`config.mk`:
```
export PLATFORM = sky130hd
export DESIGN_NAME = keeper_round_ctrl_flat
export DESIGN_NICKNAME = d
export VERILOG_FILES = /design/src/rtl/game_pkg.sv /design/src/rtl/vga_if.sv /design/src/rtl/ms_tick_gen.sv /design/src/rtl/keeper_round_ctrl.sv /design/src/flat_wrapper.sv
export SDC_FILE = /design/constraint.sdc
export NUM_CORES = 1
export LEC_CHECK = 0
export CAP_MARGIN = 10
export CORE_MARGIN = 3
export CORE_UTILIZATION = 52
export DETAILED_ROUTE_END_ITERATION = 8
export PLACE_DENSITY = 0.81
export SLEW_MARGIN = 0
export SYNTH_ARGS = -nofsm -noshare
export SYNTH_HDL_FRONTEND = slang
export SYNTH_HIERARCHICAL = 1
export SYNTH_SLANG_ARGS = --single-unit
export TNS_END_PERCENT = 100
```
`constraint.sdc`:
```
create_clock -name clk -period 4 [get_ports clk]
set_input_delay 0.8 -clock clk [delete_from_list [all_inputs] [get_ports clk]]
set_output_delay 0.8 -clock clk [all_outputs]
set_load 0.02 [all_outputs]
```
`src/rtl/game_pkg.sv`:
```
// Shared game-level types for the keeper/shooter control chain.
//   g_state  : top-level game phase (the keeper round runs only in KEEPER)
//   g_mode   : SOLO (timed shot) or MULTI (human shooter drives enemy_input)
//   kstate_t : keeper round FSM encoding
//   C_HINT / C_GOAL / C_SAVE : overlay colours (12-bit RGB 4:4:4)
package game_pkg;

  typedef enum logic [1:0] {
    START   = 2'd0,
    SHOOTER = 2'd1,
    KEEPER  = 2'd2,
    FINISH  = 2'd3
  } g_state;

  typedef enum logic {
    SOLO  = 1'b0,
    MULTI = 1'b1
  } g_mode;

  typedef enum logic [2:0] {
    K_IDLE   = 3'd0,
    K_ENGAGE = 3'd1,
    K_REACT  = 3'd2,
    K_JUDGE  = 3'd3,
    K_GOAL   = 3'd4,
    K_MISS   = 3'd5,
    K_TERM   = 3'd6
  } kstate_t;

  localparam logic [11:0] C_HINT = 12'h00F;
  localparam logic [11:0] C_GOAL = 12'hF00;
  localparam logic [11:0] C_SAVE = 12'h0F0;

endpackage

```
`src/rtl/vga_if.sv`:
```
// VGA timing/pixel bundle passed along the video chain.
//   hcount/vcount : current pixel position
//   hsync/vsync   : sync pulses
//   hblnk/vblnk   : blanking flags
//   rgb           : 12-bit pixel colour
// Modport in  : consumer side.  Modport out : producer side.
interface vga_if;
  logic [10:0] hcount;
  logic [10:0] vcount;
  logic        hsync;
  logic        vsync;
  logic        hblnk;
  logic        vblnk;
  logic [11:0] rgb;

  modport in  (input  hcount, vcount, hsync, vsync, hblnk, vblnk, rgb);
  modport out (output hcount, vcount, hsync, vsync, hblnk, vblnk, rgb);
endinterface

```
`src/rtl/ms_tick_gen.sv`:
```
// Millisecond strobe generator.
//   clk     in  system clock
//   rst     in  synchronous active-high reset
//   ms_tick out one-cycle pulse every CLK_HZ/1000 cycles
// With CLK_HZ/1000 <= 1 the strobe is held high (one tick per cycle).
module ms_tick_gen #(
  parameter int CLK_HZ = 65_000_000
) (
  input  logic clk,
  input  logic rst,
  output logic ms_tick
);

  localparam int DIV = (CLK_HZ / 1000 < 1) ? 1 : CLK_HZ / 1000;
  localparam int CW  = (DIV > 1) ? $clog2(DIV) : 1;

  logic [CW-1:0] cnt;

  always_ff @(posedge clk) begin
    if (rst) begin
      cnt <= CW'(DIV - 1);
    end else if (cnt == '0) begin
      cnt <= CW'(DIV - 1);
    end else begin
      cnt <= cnt - 1'b1;
    end
  end

  assign ms_tick = (cnt == '0);

endmodule

```
`src/rtl/keeper_round_ctrl.sv`:
```
// Goalkeeper round controller: sequences one keeper round, overlays the shot
// target on the video stream and keeps the per-match round/goal tally.
//   clk, rst          clock, synchronous active-high reset
//   xpos, ypos        glove position
//   game_state        round runs only while KEEPER; START in IDLE clears tally
//   game_mode         SOLO / MULTI, latched when a round starts
//   shot_xpos/ypos    target top-left, latched on entry to REACT
//   enemy_input       MULTI: shooter has fired (level)
//   is_scored         high while in GOAL
//   round_done        pulse on last SHOW cycle
//   end_gk            pulse in TERM
//   goals_cnt         goals conceded this match
//   round_cnt         completed rounds this match
//   match_over        round_cnt has reached MAX_ROUNDS
//   in / out          video stream, out registered one cycle after in
// Build option: KEEPER_TARGET_HINT_EN draws the target during REACT.
//
// state    | meaning
// ---------+-----------------------------------------------------------
// K_IDLE   | waiting for KEEPER (and no match_over)
// K_ENGAGE | SOLO: fixed delay; MULTI: wait for shooter or forfeit
// K_REACT  | glove reaction window, target latched
// K_JUDGE  | one-cycle save/goal decision
// K_GOAL   | goal conceded, red box shown
// K_MISS   | saved or forfeited, green box shown
// K_TERM   | one-cycle end_gk pulse, back to IDLE
module keeper_round_ctrl
  import game_pkg::*;
#(
  parameter int CLK_HZ      = 65_000_000,
  parameter int ENGAGE_MS   = 1000,
  parameter int REACT_MS    = 1000,
  parameter int SHOW_MS     = 200,
  parameter int WAIT_MS     = 5000,
  parameter int TARGET_W    = 100,
  parameter int TARGET_H    = 100,
  parameter int SAVE_MARGIN = 0,
  parameter int MAX_ROUNDS  = 5
) (
  input  logic        clk,
  input  logic        rst,
  input  logic [11:0] xpos,
  input  logic [11:0] ypos,
  input  g_state      game_state,
  input  g_mode       game_mode,
  input  logic [9:0]  shot_xpos,
  input  logic [9:0]  shot_ypos,
  input  logic        enemy_input,
  output logic        is_scored,
  output logic        round_done,
  output logic        end_gk,
  output logic [3:0]  goals_cnt,
  output logic [3:0]  round_cnt,
  output logic        match_over,
  vga_if.in           in,
  vga_if.out          out
);

  localparam int TMR_W = 16;

  kstate_t          state, state_nx;
  g_mode            mode_q;
  logic [TMR_W-1:0] tmr, tmr_load;
  logic [9:0]       sx, sy;
  logic [3:0]       goals_q, rounds_q;
  logic             ms_tick, expire, save, in_box;
  logic             tally_inc, goal_inc;
  logic [12:0]      sx13, sy13, x_lo, x_hi, y_lo, y_hi, h13, v13;
  logic [11:0]      rgb_nx;

  ms_tick_gen #(.CLK_HZ(CLK_HZ)) u_tick (
    .clk     (clk),
    .rst     (rst),
    .ms_tick (ms_tick)
  );

  // Phase timer is a down-counter loaded on every state change.
  assign expire = ms_tick && (tmr == '0);

  // Judge window in 13 bits so the upper edge never wraps; lower edge clamps at 0.
  assign sx13 = {3'b000, sx};
  assign sy13 = {3'b000, sy};
  assign x_lo = (sx13 >= 13'(SAVE_MARGIN)) ? sx13 - 13'(SAVE_MARGIN) : 13'd0;
  assign y_lo = (sy13 >= 13'(SAVE_MARGIN)) ? sy13 - 13'(SAVE_MARGIN) : 13'd0;
  assign x_hi = sx13 + 13'(TARGET_W + SAVE_MARGIN - 1);
  assign y_hi = sy13 + 13'(TARGET_H + SAVE_MARGIN - 1);
  assign save = ({1'b0, xpos} >= x_lo) && ({1'b0, xpos} <= x_hi) &&
                ({1'b0, ypos} >= y_lo) && ({1'b0, ypos} <= y_hi);

  assign h13    = {2'b00, in.hcount};
  assign v13    = {2'b00, in.vcount};
  assign in_box = (h13 >= sx13) && (h13 <= sx13 + 13'(TARGET_W - 1)) &&
                  (v13 >= sy13) && (v13 <= sy13 + 13'(TARGET_H - 1));

  assign goals_cnt  = goals_q;
  assign round_cnt  = rounds_q;
  assign match_over = (rounds_q >= 4'(MAX_ROUNDS));

  always_comb begin
    state_nx   = state;
    is_scored  = 1'b0;
    round_done = 1'b0;
    end_gk     = 1'b0;
    tally_inc  = 1'b0;
    goal_inc   = 1'b0;
    case (state)
      K_IDLE: begin
        if (game_state == KEEPER && !match_over) state_nx = K_ENGAGE;
      end
      K_ENGAGE: begin
        if (game_state != KEEPER) begin
          state_nx = K_IDLE;
        end else if (mode_q == MULTI) begin
          if (enemy_input)  state_nx = K_REACT;
          else if (expire)  state_nx = K_MISS;
        end else if (expire) begin
          state_nx = K_REACT;
        end
      end
      K_REACT: begin
        if (game_state != KEEPER) state_nx = K_IDLE;
        else if (expire)          state_nx = K_JUDGE;
      end
      K_JUDGE: begin
        state_nx = save ? K_MISS : K_GOAL;
      end
      K_GOAL: begin
        is_scored = 1'b1;
        if (expire) begin
          round_done = 1'b1;
          tally_inc  = 1'b1;
          goal_inc   = 1'b1;
          state_nx   = K_TERM;
        end
      end
      K_MISS: begin
        if (expire) begin
          round_done = 1'b1;
          tally_inc  = 1'b1;
          state_nx   = K_TERM;
        end
      end
      K_TERM: begin
        end_gk   = 1'b1;
        state_nx = K_IDLE;
      end
      default: state_nx = K_IDLE;
    endcase
  end

  // ENGAGE is only ever entered from IDLE, so the live game_mode is the round's mode.
  always_comb begin
    tmr_load = '0;
    case (state_nx)
      K_ENGAGE:       tmr_load = (game_mode == MULTI) ? TMR_W'(WAIT_MS - 1) : TMR_W'(ENGAGE_MS - 1);
      K_REACT:        tmr_load = TMR_W'(REACT_MS - 1);
      K_GOAL, K_MISS: tmr_load = TMR_W'(SHOW_MS - 1);
      default:        tmr_load = '0;
    endcase
  end

  always_ff @(posedge clk) begin
    if (rst) begin
      state    <= K_IDLE;
      mode_q   <= SOLO;
      tmr      <= '0;
      sx       <= '0;
      sy       <= '0;
      goals_q  <= '0;
      rounds_q <= '0;
    end else begin
      state <= state_nx;
      if (state_nx != state)        tmr <= tmr_load;
      else if (ms_tick && tmr != '0) tmr <= tmr - 1'b1;
      if (state == K_IDLE && state_nx == K_ENGAGE) mode_q <= game_mode;
      if (state == K_ENGAGE && state_nx == K_REACT) begin
        sx <= shot_xpos;
        sy <= shot_ypos;
      end
      if (state == K_IDLE && game_state == START) begin
        goals_q  <= '0;
        rounds_q <= '0;
      end else if (tally_inc) begin
        if (rounds_q < 4'(MAX_ROUNDS))             rounds_q <= rounds_q + 4'd1;
        if (goal_inc && goals_q < 4'(MAX_ROUNDS))  goals_q  <= goals_q + 4'd1;
      end
    end
  end

  always_comb begin
    rgb_nx = in.rgb;
    case (state)
      K_IDLE, K_ENGAGE, K_JUDGE, K_TERM: rgb_nx = in.rgb;
      K_REACT: begin
`ifdef KEEPER_TARGET_HINT_EN
        if (in_box) rgb_nx = C_HINT;
`else
        rgb_nx = in.rgb;
`endif
      end
      K_GOAL:  if (in_box) rgb_nx = C_GOAL;
      K_MISS:  if (in_box) rgb_nx = C_SAVE;
      default: rgb_nx = C_HINT;
    endcase
  end

  always_ff @(posedge clk) begin
    if (rst) begin
      out.hcount <= '0;
      out.vcount <= '0;
      out.hsync  <= 1'b0;
      out.vsync  <= 1'b0;
      out.hblnk  <= 1'b0;
      out.vblnk  <= 1'b0;
      out.rgb    <= '0;
    end else begin
      out.hcount <= in.hcount;
      out.vcount <= in.vcount;
      out.hsync  <= in.hsync;
      out.vsync  <= in.vsync;
      out.hblnk  <= in.hblnk;
      out.vblnk  <= in.vblnk;
      out.rgb    <= rgb_nx;
    end
  end

endmodule

```
`src/flat_wrapper.sv`:
```
// flat-port wrapper written by rule: the top's interface ports become plain ports
module keeper_round_ctrl_flat import game_pkg::*;
#(
  parameter int CLK_HZ      = 65_000_000,
  parameter int ENGAGE_MS   = 1000,
  parameter int REACT_MS    = 1000,
  parameter int SHOW_MS     = 200,
  parameter int WAIT_MS     = 5000,
  parameter int TARGET_W    = 100,
  parameter int TARGET_H    = 100,
  parameter int SAVE_MARGIN = 0,
  parameter int MAX_ROUNDS  = 5
)
  (clk, rst, xpos, ypos, game_state, game_mode, shot_xpos, shot_ypos, enemy_input, is_scored, round_done, end_gk, goals_cnt, round_cnt, match_over, in_hcount, in_vcount, in_hsync, in_vsync, in_hblnk, in_vblnk, in_rgb, out_hcount, out_vcount, out_hsync, out_vsync, out_hblnk, out_vblnk, out_rgb);
  vga_if in_i ();
  vga_if out_i ();
  input  logic clk;
  input  logic rst;
  input  logic [11:0] xpos;
  input  logic [11:0] ypos;
  input  g_state game_state;
  input  g_mode game_mode;
  input  logic [9:0] shot_xpos;
  input  logic [9:0] shot_ypos;
  input  logic enemy_input;
  output logic is_scored;
  output logic round_done;
  output logic end_gk;
  output logic [3:0] goals_cnt;
  output logic [3:0] round_cnt;
  output logic match_over;
  input wire logic [$bits(in_i.hcount)-1:0] in_hcount;
  input wire logic [$bits(in_i.vcount)-1:0] in_vcount;
  input wire logic [$bits(in_i.hsync)-1:0] in_hsync;
  input wire logic [$bits(in_i.vsync)-1:0] in_vsync;
  input wire logic [$bits(in_i.hblnk)-1:0] in_hblnk;
  input wire logic [$bits(in_i.vblnk)-1:0] in_vblnk;
  input wire logic [$bits(in_i.rgb)-1:0] in_rgb;
  output wire logic [$bits(out_i.hcount)-1:0] out_hcount;
  output wire logic [$bits(out_i.vcount)-1:0] out_vcount;
  output wire logic [$bits(out_i.hsync)-1:0] out_hsync;
  output wire logic [$bits(out_i.vsync)-1:0] out_vsync;
  output wire logic [$bits(out_i.hblnk)-1:0] out_hblnk;
  output wire logic [$bits(out_i.vblnk)-1:0] out_vblnk;
  output wire logic [$bits(out_i.rgb)-1:0] out_rgb;
  assign in_i.hcount = in_hcount;
  assign in_i.vcount = in_vcount;
  assign in_i.hsync = in_hsync;
  assign in_i.vsync = in_vsync;
  assign in_i.hblnk = in_hblnk;
  assign in_i.vblnk = in_vblnk;
  assign in_i.rgb = in_rgb;
  assign out_hcount = out_i.hcount;
  assign out_vcount = out_i.vcount;
  assign out_hsync = out_i.hsync;
  assign out_vsync = out_i.vsync;
  assign out_hblnk = out_i.hblnk;
  assign out_vblnk = out_i.vblnk;
  assign out_rgb = out_i.rgb;
  keeper_round_ctrl #(.CLK_HZ(CLK_HZ), .ENGAGE_MS(ENGAGE_MS), .REACT_MS(REACT_MS), .SHOW_MS(SHOW_MS), .WAIT_MS(WAIT_MS), .TARGET_W(TARGET_W), .TARGET_H(TARGET_H), .SAVE_MARGIN(SAVE_MARGIN), .MAX_ROUNDS(MAX_ROUNDS)) u_core (.clk(clk), .rst(rst), .xpos(xpos), .ypos(ypos), .game_state(game_state), .game_mode(game_mode), .shot_xpos(shot_xpos), .shot_ypos(shot_ypos), .enemy_input(enemy_input), .is_scored(is_scored), .round_done(round_done), .end_gk(end_gk), .goals_cnt(goals_cnt), .round_cnt(round_cnt), .match_over(match_over), .in(in_i), .out(out_i));
endmodule
```
==> flow_summary.json, run 1 <==
{
  "yosysTopAreaCellShare_pct": 31.6,
  "layoutNonFillerInstCount": 1032,
  "critPathRequiredTime_ns": 3.20,
  "clk_pin_slew_ns": 0.07,
  "antenna_found_initial": 0,
  "num_antenna_cells": 0,
  "synth_top_area_cell": "dfxtp_1",
  "clockRootBuffer": "clkbuf_16",
  "synth_area_leaders": "dfxtp_1, ha_1, nor2_1",
  "num_vias": 5864,
  "netlist_area_um2": 6460,
  "dp_hpwl_um": 13900,
  "setup_viol": 0,
  "ff2ff_path_depth": 16,
  "rsz0062_at_grt": "true",
  "postRouteWirelength_um": 17600,
  "critPathLaunchType": "flip-flop",
  "power.density_nw_per_um2": 287,
  "leakage_nw": 3.32,
  "critPathMaxFanout": 7,
  "period_share_pct": 95.9,
  "portBuffers": 137,
  "cp.arrival_ns": 3.04,
  "cp-endpoint": "round_done",
  "initial_core_util_pct": 53.6,
  "crit_path_end_kind": "primary output",
  "grtUsageTotal_pct": 25.0,
  "cts_hold_buf": 0,
  "final-max-slew-violation-count": 0,
  "synth_warnings": 6,
  "ys_types": 68,
  "coreArea_um2": 12100,
  "synth.avg_cell_area_um2": 8.91,
  "hold_ws_ns": 0.426,
  "drt_iter0_drc": 299,
  "grt.overflow.total": 0,
  "grt_pass1_wl_um": 28700,
  "route.detailed.drc": 0,
  "viasPerCell": 5.68,
  "drive_above_1_share_pct": 5.32,
  "avgRoutedWirePerCell_um": 17.0,
  "rows": 40,
  "numCtsBuffers": 9,
  "dp.cells": 1016,
  "postSynthCellCount": 725,
  "p_total_w": 0.00239,
  "ir_worst_vdd_mv": 0.159,
  "worst_slew_pin_slew_ns": 0.975,
  "first_pass_iters": 7,
  "gp_congestion": 0.999,
  "cts_tree": "yes",
  "yosys_most_used_dff": "dfxtp_1",
  "synth_edf_count": 0,
  "nets": 1039,
  "hp-class": "reg2reg",
  "fp.dieH_um": 117,
  "die_w_um": 117,
  "r2r_slack_ns": 0.19,
  "post-route-min-period_ns": 3.84,
  "syn_to_final_growth_pct": 28.7,
  "ys_ff_latch": 102,
  "hold_violations": 0,
  "ys_async_sr_fraction_pct": 0,
  "reg2reg_from": "u_core/sx[0]",
  "cts_sinks": 102,
  "synth_fp_nets": 905,
  "critPathKind": "reg2out",
  "io_pins": 138,
  "clock_latency_ns": 0.36,
  "detail-route-antenna-nets": 0,
  "tns_ns": 0,
  "dieArea_um2": 13800,
  "clockBufferDepth": 2,
  "grt_pass1_vias": 5958,
  "relSlewSlack_pct": 34.8,
  "r2r_end": "u_core/tmr[0]",
  "fmaxAchievable_mhz": 261,
  "cap_violations": 0,
  "post-cts-setup-buffer-count": 0,
  "grt_max_degree": 42,
  "skew_ns": 0.00556,
  "htree_levels": 3,
  "cts_resized": 0,
  "status": "complete, no violations",
  "crit_path_start": "u_core/tmr[9]",
  "yosysSeqAreaShare_pct": 31.6
}
[cell usage in the layout, fill, tap and decap left out, types with 3 or more instances in the layout]
cell and n:
nor4b_1 5, nand2_1 53, inv_1 48, clkbuf_16 9
and2_1 3, o21a_1 14, clkdlybuf4s50_1 136, mux2i_1 23
nand3b_1 4, nor2b_1 28, dfxtp_1 102, o2111ai_1 6
nand2b_1 4, a211oi_1 8, nor3b_1 3, a211o_1 4
nand4b_1 4, nand3_1 22, or3_1 3, o211ai_1 5
nand4_1 15, a311o_1 5, xnor2_1 22, nor3_1 16
a21o_1 9, a211oi_2 4, nor4_1 6, nor2_1 64
buf_4 7, and4_1 4, xor2_1 20, a31oi_1 10
and3_1 6, or4_4 3, o21ai_0 24, a41oi_1 4
ha_1 92, a21oi_1 24
[worst max-delay path, cell delays in order, from the launching register on]
cell	delay [ns]
dfxtp_1	0.37
or4_4	0.58
or4_4	0.51
or3_1	0.45
nor2_1	0.16
clkdlybuf4s50_1	0.63
[synthesized netlist by cell type (9+ instances only)]
master and count:
a211oi_1 10, nor2b_1 28, nand4_1 15, o21ai_0 24, xnor2_1 22, clkbuf_1 11
ha_1 92, a21oi_1 24, mux2i_1 23, nor2_1 64, xor2_1 20, nand3_1 22
a31oi_1 10, nand2_1 53, a21o_1 9, dfxtp_1 102, nor3_1 17, o21a_1 14
inv_1 48
[power by group]
group,leakage (nW),internal [W],switching (W)
clock,0.134,0.000443,0.000399
combinational,2.35,0.000237,0.000232
sequential,0.835,0.00105,0.0000240
total,3.32,0.00173,0.000655
[per-stage QoR]
step / cell area [um^2] / utilization (%) / setup slack, ns
final: 8320 / 69.0 / 0.165
after global routing: 8320 / 69.0 / -0.0338
after CTS: 8270 / 68.5 / 0.170
after detailed placement: 7990 / 66.2 / 0.193
after global placement: 7990 / 66.2 / 0.356
after floorplan: 6460 / - / 0.422
[worst min path at each step]
stage,to,depth (start not counted),from,slack [ns]
3_5_place_dp,u_core/u_tick/cnt[0],1,u_core/u_tick/cnt[0],0.41
5_1_grt,u_core/u_tick/cnt[0],1,u_core/u_tick/cnt[0],0.46
3_3_place_gp,u_core/u_tick/cnt[0],1,u_core/u_tick/cnt[0],0.40
4_1_cts,u_core/u_tick/cnt[0],1,u_core/u_tick/cnt[0],0.43
2_1_floorplan,u_core/u_tick/cnt[0],1,u_core/u_tick/cnt[0],0.39
6_report,u_core/u_tick/cnt[0],1,u_core/u_tick/cnt[0],0.43
[flip-flops by register name (all words and copies together), names as in the netlist]
signal / count
u_core/round_cnt: 4
u_core/tmr: 16
u_core/out.vcount: 11
u_core/sx: 10
u_core/out.hblnk: 1
u_core/state: 3
u_core/out.rgb: 12
u_core/out.hcount: 11
u_core/out.vblnk: 1
u_core/out.hsync: 1
u_core/sy: 10
u_core/u_tick/cnt: 16
u_core/out.vsync: 1
u_core/goals_cnt: 4
u_core/mode_q: 1
[layout make-up]
cell class	instances	area, um^2
Inverter	50	188
Tap cell	168	210
Fill cell	982	3740
Clock inverter	4	30.0
Clock buffer	12	246
Multi-Input combinational cell	552	4180
Sequential cell	102	2040
Timing Repair Buffer	144	1420
[cell families after synthesis]
group                    synth area share (%)
buffers and inverters                    4.47
flip-flops                               31.6
XOR/XNOR                                 5.69
AND/OR/NAND/NOR                          21.3
AO/OA/AOI/OAI                            15.6
adder cells (fa/ha/maj)                  17.8
multiplexers                             3.56
[routing by layer]
| layer | track usage, % | up-vias | part of all wire [%] |
|---|---|---|---|
| li1 | - | 2889 | - |
| met1 | 30.9 | 2773 | 44 |
| met2 | 44.1 | 182 | 50 |
| met3 | 4.66 | 20 | 4.9 |
| met4 | 7.77 | 0 | 1.4 |
| met5 | 0 | - | 0 |
No activity file was read; power rests on OpenSTA's default activity.
==> run 2, diff against run 1 <==
--- a/config.mk
+++ b/config.mk
@@ -8,6 +8,7 @@
 export CAP_MARGIN = 10
 export CORE_MARGIN = 3
 export CORE_UTILIZATION = 52
+export CTS_BUF_LIST = sky130_fd_sc_hd__clkbuf_16
 export DETAILED_ROUTE_END_ITERATION = 8
 export PLACE_DENSITY = 0.81
 export SLEW_MARGIN = 0
==> constraint.sdc (replaced) <==
create_clock -name clk -period 3.8 [get_ports clk]
set_input_delay 0.76 -clock clk [delete_from_list [all_inputs] [get_ports clk]]
set_output_delay 0.76 -clock clk [all_outputs]
set_load 0.02 [all_outputs]
==> run 2 against run 1 <==
Effect of this change:
- global-route usage increased by 0.41 points
- non-clock buffer count increased by 5
- clock skew increased by 0.00051 ns
- via count increased by 1.3%
- final cell count increased by 0.48%
- critical endpoint is now u_core/tmr[7]
- largest power group unchanged
==> flow_summary.json, run 2 (synthesized netlist as in run 1, its figures left out) <==
{
  "power.density_nw_per_um2": 303,
  "cts_sinks": 102,
  "hold_violations": 0,
  "whs_endpoint": "u_core/u_tick/cnt[0]",
  "r2r_slack_ns": 0.17,
  "clockBufferDepth": 2,
  "gp_congestion": 0.937,
  "dp_hpwl_um": 13900,
  "avgRoutedWirePerCell_um": 17.1,
  "r2r_end": "u_core/tmr[7]",
  "dieArea_um2": 13800,
  "grt.overflow.total": 0,
  "ir_worst_vdd_mv": 0.174,
  "layout_common_cells": "clkdlybuf4s50_1, dfxtp_1, ha_1, nor2_1, nand2_1",
  "initial_core_util_pct": 53.6,
  "portBuffers": 137,
  "critPathMaxFanout": 7,
  "grt_pass1_wl_um": 29400,
  "skew_ns": 0.00607,
  "nets": 1044,
  "htree_levels": 3,
  "rows": 40,
  "cts_tree": "yes",
  "drive_above_1_share_pct": 7.59,
  "period_share_pct": 95.5,
  "clockRootBuffer": "clkbuf_16",
  "post-cts-setup-buffer-count": 0,
  "fmaxAchievable_mhz": 276,
  "cap_violations": 0,
  "worst_slew_pin_slew_ns": 0.895,
  "p_total_w": 0.00255,
  "final_core_util_pct": 69.9,
  "detail-route-antenna-nets": 0,
  "first_pass_iters": 5,
  "die_w_um": 117,
  "min_from": "u_core/u_tick/cnt[0]",
  "post-route-min-period_ns": 3.63,
  "critPathLaunchType": "flip-flop",
  "coreArea_um2": 12100,
  "grt_max_degree": 46,
  "grtUsageTotal_pct": 25.4,
  "fp.dieH_um": 117,
  "relSlewSlack_pct": 40.3,
  "clock_latency_ns": 0.36,
  "min_path_cells": 1,
  "critPathRequiredTime_ns": 4.07,
  "dpl_cell_area_um2": 8020,
  "viasPerCell": 5.73,
  "rsz0062_at_grt": "true",
  "reg2reg_from": "u_core/sx[1]",
  "numCtsBuffers": 9,
  "top_regs": "u_core/tmr: 16 flops, u_core/u_tick/cnt: 16 flops, u_core/out.rgb: 12 flops",
  "critPathKind": "reg2reg",
  "grt_pass1_vias": 6106,
  "num_antenna_cells": 0,
  "num_vias": 5938,
  "layout_commonest_cell": "clkdlybuf4s50_1",
  "syn_to_final_growth_pct": 30.5,
  "fill_cells": 945,
  "crit_path_end_kind": "flip-flop",
  "final-max-slew-violation-count": 0,
  "cp.arrival_ns": 3.89,
  "drt_iter0_drc": 361,
  "status": "complete, no violations",
  "route.detailed.drc": 0,
  "ff2ff_path_depth": 17,
  "leakage_nw": 3.41,
  "io_pins": 138,
  "setup_viol": 0,
  "hp-class": "reg2reg",
  "postRouteWirelength_um": 17800,
  "antenna_found_initial": 0,
  "fin_area_um2": 8430,
  "clk_pin_slew_ns": 0.08
}
-- run 2: layout make-up --
type / instances / area, um^2 / area share [%]
clock buffer: 9 / 225 / 2.67
tap: 168 / 210 / 2.49
sequential: 102 / 2040 / 24.3
multi-input combinational: 552 / 4240 / 50.2
timing repair buffer: 149 / 1460 / 17.3
clock inverter: 7 / 65.1 / 0.772
inverter: 50 / 188 / 2.23
-- run 2: per-layer routing --
| layer | wire length (um) | GRT usage, % | vias up |
|---|---|---|---|
| li1 | - | - | 2903 |
| met1 | 7550 | 30.7 | 2824 |
| met2 | 8970 | 45.4 | 185 |
| met3 | 897 | 4.71 | 26 |
| met4 | 364 | 8.42 | 0 |
| met5 | 0 | 0 | - |
-- run 2: per-stage QoR --
step / cells / TNS [ns] / worst slack, ns / hold slack, ns
2_1_floorplan: 725 / 0 / 0.222 / 0.388
3_3_place_gp: 1020 / 0 / 0.200 / 0.399
3_5_place_dp: 1020 / 0 / 0.0146 / 0.409
4_1_cts: 1036 / 0 / 0.00462 / 0.427
5_1_grt: 1037 / -0.0637 / -0.0287 / 0.449
6_report: 1037 / 0 / 0.170 / 0.427
-- run 2: how the worst max path moves through the flow --
stage	from	endpoint	slack [ns]	depth (start not counted)
after global placement	u_core/sx[1]	u_core/tmr[7]	0.20	16
after floorplan	u_core/sy[0]	u_core/out.rgb[8]	0.22	15
after detailed placement	u_core/sx[1]	u_core/tmr[6]	0.01	17
after CTS	u_core/tmr[9]	round_done	0.005	5
final	u_core/sx[1]	u_core/tmr[7]	0.17	17
after global routing	u_core/sx[1]	u_core/tmr[6]	-0.03	16
-- run 2: worst max-delay path, cell delays in order, from the launching register on --
cell	delay, ns
dfxtp_2	0.35
inv_2	0.08
ha_2	0.19
and4b_1	0.21
or3_4	0.35
nand2_1	0.09
xnor2_1	0.09
ha_1	0.32
nand2_1	0.09
nor4_4	0.30
nand2_1	0.09
o22a_1	0.18
o211a_1	0.11
o31a_2	0.33
xnor2_2	0.17
buf_6	0.15
and2_1	0.17
a211oi_1	0.25
-- run 2: power breakdown --
part,switching (W),total [W],internal [W]
Clock,0.000459,0.000922,0.000463
Sequential,0.0000260,0.00113,0.00111
Combinational,0.000248,0.000499,0.000252
Total,0.000732,0.00255,0.00182
-- run 2: timing repair --
action	in CTS	in global routing
gates resized for setup	0	27
hold buffers	0	0
endpoints found under the hold margin	0	0
endpoints found under the setup margin	0	30
==> run 3, diff against run 2 <==
--- a/config.mk
+++ b/config.mk
@@ -5,12 +5,14 @@
 export SDC_FILE = /design/constraint.sdc
 export NUM_CORES = 1
 export LEC_CHECK = 0
+export ABC_AREA = 0
 export CAP_MARGIN = 10
 export CORE_MARGIN = 3
 export CORE_UTILIZATION = 52
 export CTS_BUF_LIST = sky130_fd_sc_hd__clkbuf_16
 export DETAILED_ROUTE_END_ITERATION = 8
 export PLACE_DENSITY = 0.81
+export REMOVE_ABC_BUFFERS = 1
 export SLEW_MARGIN = 0
 export SYNTH_ARGS = -nofsm -noshare
 export SYNTH_HDL_FRONTEND = slang
==> run 3 against run 2 <==
Effect of this change:
- die area is the same
- core utilization rose by 0.26 points
- register-to-register slack better by 0.03 ns
- cell area rose by 0.37%
- first-iteration DRC count rose by 13%
- critical endpoint is now u_core/tmr[9]
==> flow_summary.json, run 3 (synthesized netlist as in run 1, its figures left out) <==
{
  "status": "complete, no violations",
  "period_share_pct": 94.8,
  "cp.arrival_ns": 3.88,
  "nets": 1045,
  "antenna_found_initial": 0,
  "fp.dieH_um": 117,
  "critPathMaxFanout": 7,
  "crit_path_end_kind": "flip-flop",
  "setup_viol": 0,
  "seq_power_share_pct": 42.4,
  "final-max-slew-violation-count": 0,
  "grt.overflow.total": 0,
  "cap_violations": 0,
  "drive_above_1_share_pct": 7.59,
  "io_pins": 138,
  "ir_worst_vdd_mv": 0.204,
  "hold_violations": 0,
  "num_antenna_cells": 0,
  "layout_commonest_cell": "clkdlybuf4s50_1",
  "cts_sinks": 102,
  "avgRoutedWirePerCell_um": 16.8,
  "relSlewSlack_pct": 36.2,
  "grt_max_degree": 42,
  "cts_tree": "yes",
  "htree_levels": 3,
  "dp.cells": 1018,
  "viasPerCell": 5.73,
  "switching_share_pct": 27.2,
  "p_int_w": 0.00194,
  "detail-route-antenna-nets": 0,
  "clock_latency_ns": 0.36,
  "skew_ns": 0.00702,
  "syn_to_final_growth_pct": 31.0,
  "power.switching_w": 0.000725,
  "first_pass_iters": 5,
  "fill_cells": 948,
  "drt_iter0_drc": 409,
  "clockBufferDepth": 2,
  "clk_pin_slew_ns": 0.07,
  "coreArea_um2": 12100,
  "dp_hpwl_um": 13300,
  "power.density_nw_per_um2": 315,
  "critPathRequiredTime_ns": 4.08,
  "route.detailed.drc": 0,
  "worst_slew_pin_slew_ns": 0.954,
  "layoutNonFillerInstCount": 1038,
  "portBuffers": 137,
  "numCtsBuffers": 9,
  "leakage_nw": 3.41,
  "grt_pass1_vias": 6002,
  "cts_hold_buf": 0,
  "postRouteWirelength_um": 17400,
  "pwr-share-comb_pct": 18.4,
  "post-route-min-period_ns": 3.60,
  "top_regs": "u_core/tmr: 16 flops, u_core/u_tick/cnt: 16 flops, u_core/out.rgb: 12 flops",
  "clockRootBuffer": "clkbuf_16",
  "layout_common_cells": "clkdlybuf4s50_1, dfxtp_1, ha_1, nor2_1, nand2_1",
  "hp-class": "reg2reg",
  "die_w_um": 117,
  "num_vias": 5943,
  "critPathLaunchType": "flip-flop",
  "fmaxAchievable_mhz": 278,
  "clkPwrFrac_pct": 39.2,
  "rows": 40,
  "gp_congestion": 0.912,
  "grtUsageTotal_pct": 24.7,
  "p_total_w": 0.00267,
  "dieArea_um2": 13800,
  "initial_core_util_pct": 53.6,
  "critPathKind": "reg2reg",
  "grt_pass1_wl_um": 28600
}
[run 3: power by group through the flow]
stage / clock (W) / combinational (W) / sequential, W
after floorplan: 0 / 0.000215 / 0.00118
after global placement: 0 / 0.000458 / 0.00115
after detailed placement: 0 / 0.000472 / 0.00116
after CTS: 0.00105 / 0.000475 / 0.00113
after global routing: 0.00110 / 0.000538 / 0.00114
final: 0.00105 / 0.000490 / 0.00113
[run 3: per-stage QoR]
step / hold slack [ns] / setup slack, ns / setup TNS (ns) / util (%) / instance area [um^2]
after floorplan: 0.388 / 0.0462 / 0 / - / 6360
after global placement: 0.405 / 0.126 / 0 / 66.4 / 8000
after detailed placement: 0.415 / 0.00509 / 0 / 66.4 / 8000
after CTS: 0.431 / 0.0183 / 0 / 69.1 / 8340
after global routing: 0.467 / -0.0212 / -0.0212 / 70.2 / 8460
final: 0.432 / 0.197 / 0 / 70.2 / 8460
[run 3: critical path: stages (launching register included)]
cell and delay, ns:
dfxtp_2 0.34, inv_2 0.07, ha_2 0.19, and4b_1 0.21, or3_4 0.36, nand2_2 0.10
xnor2_2 0.07, ha_1 0.32, buf_4 0.11, nand2_1 0.05, nor4_2 0.19, nand2_1 0.09
o22a_1 0.20, o211a_1 0.13, o31a_2 0.34, xnor2_2 0.24, buf_6 0.16, o2111ai_1 0.10
a211oi_1 0.25
[run 3: final cells by class]
cell class / count / area, um^2 / area share, %
Multi-Input combinational cell: 552 / 4220 / 49.9
Sequential cell: 102 / 2040 / 24.2
Timing Repair Buffer: 150 / 1470 / 17.4
Clock buffer: 9 / 225 / 2.66
Tap cell: 168 / 210 / 2.48
Inverter: 50 / 188 / 2.22
Clock inverter: 7 / 104 / 1.23
[run 3: final timing paths]
kind	from	end	slack [ns]	cells after the start
min reg2reg	u_core/u_tick/cnt[0]	u_core/u_tick/cnt[0]	0.43	1
min	u_core/u_tick/cnt[0]	u_core/u_tick/cnt[0]	0.43	1
max	u_core/sx[1]	u_core/tmr[9]	0.20	18
max reg2reg	u_core/sx[1]	u_core/tmr[9]	0.20	18
[run 3: repair_timing]
action                     in CTS  in global routing
buffers inserted                0                  3
setup endpoints to repair       1                 30
resized for setup               1                 27
pin swaps                       0                  7
gates cloned                    0                  1
[run 3: metal layers]
metal | global-route usage (%) | vias to the layer above | wire (um)
li1 | - | 2901 | -
met1 | 30.2 | 2825 | 7420
met2 | 44.4 | 183 | 8770
met3 | 3.51 | 34 | 869
met4 | 8.72 | 0 | 388
met5 | 0 | - | 0
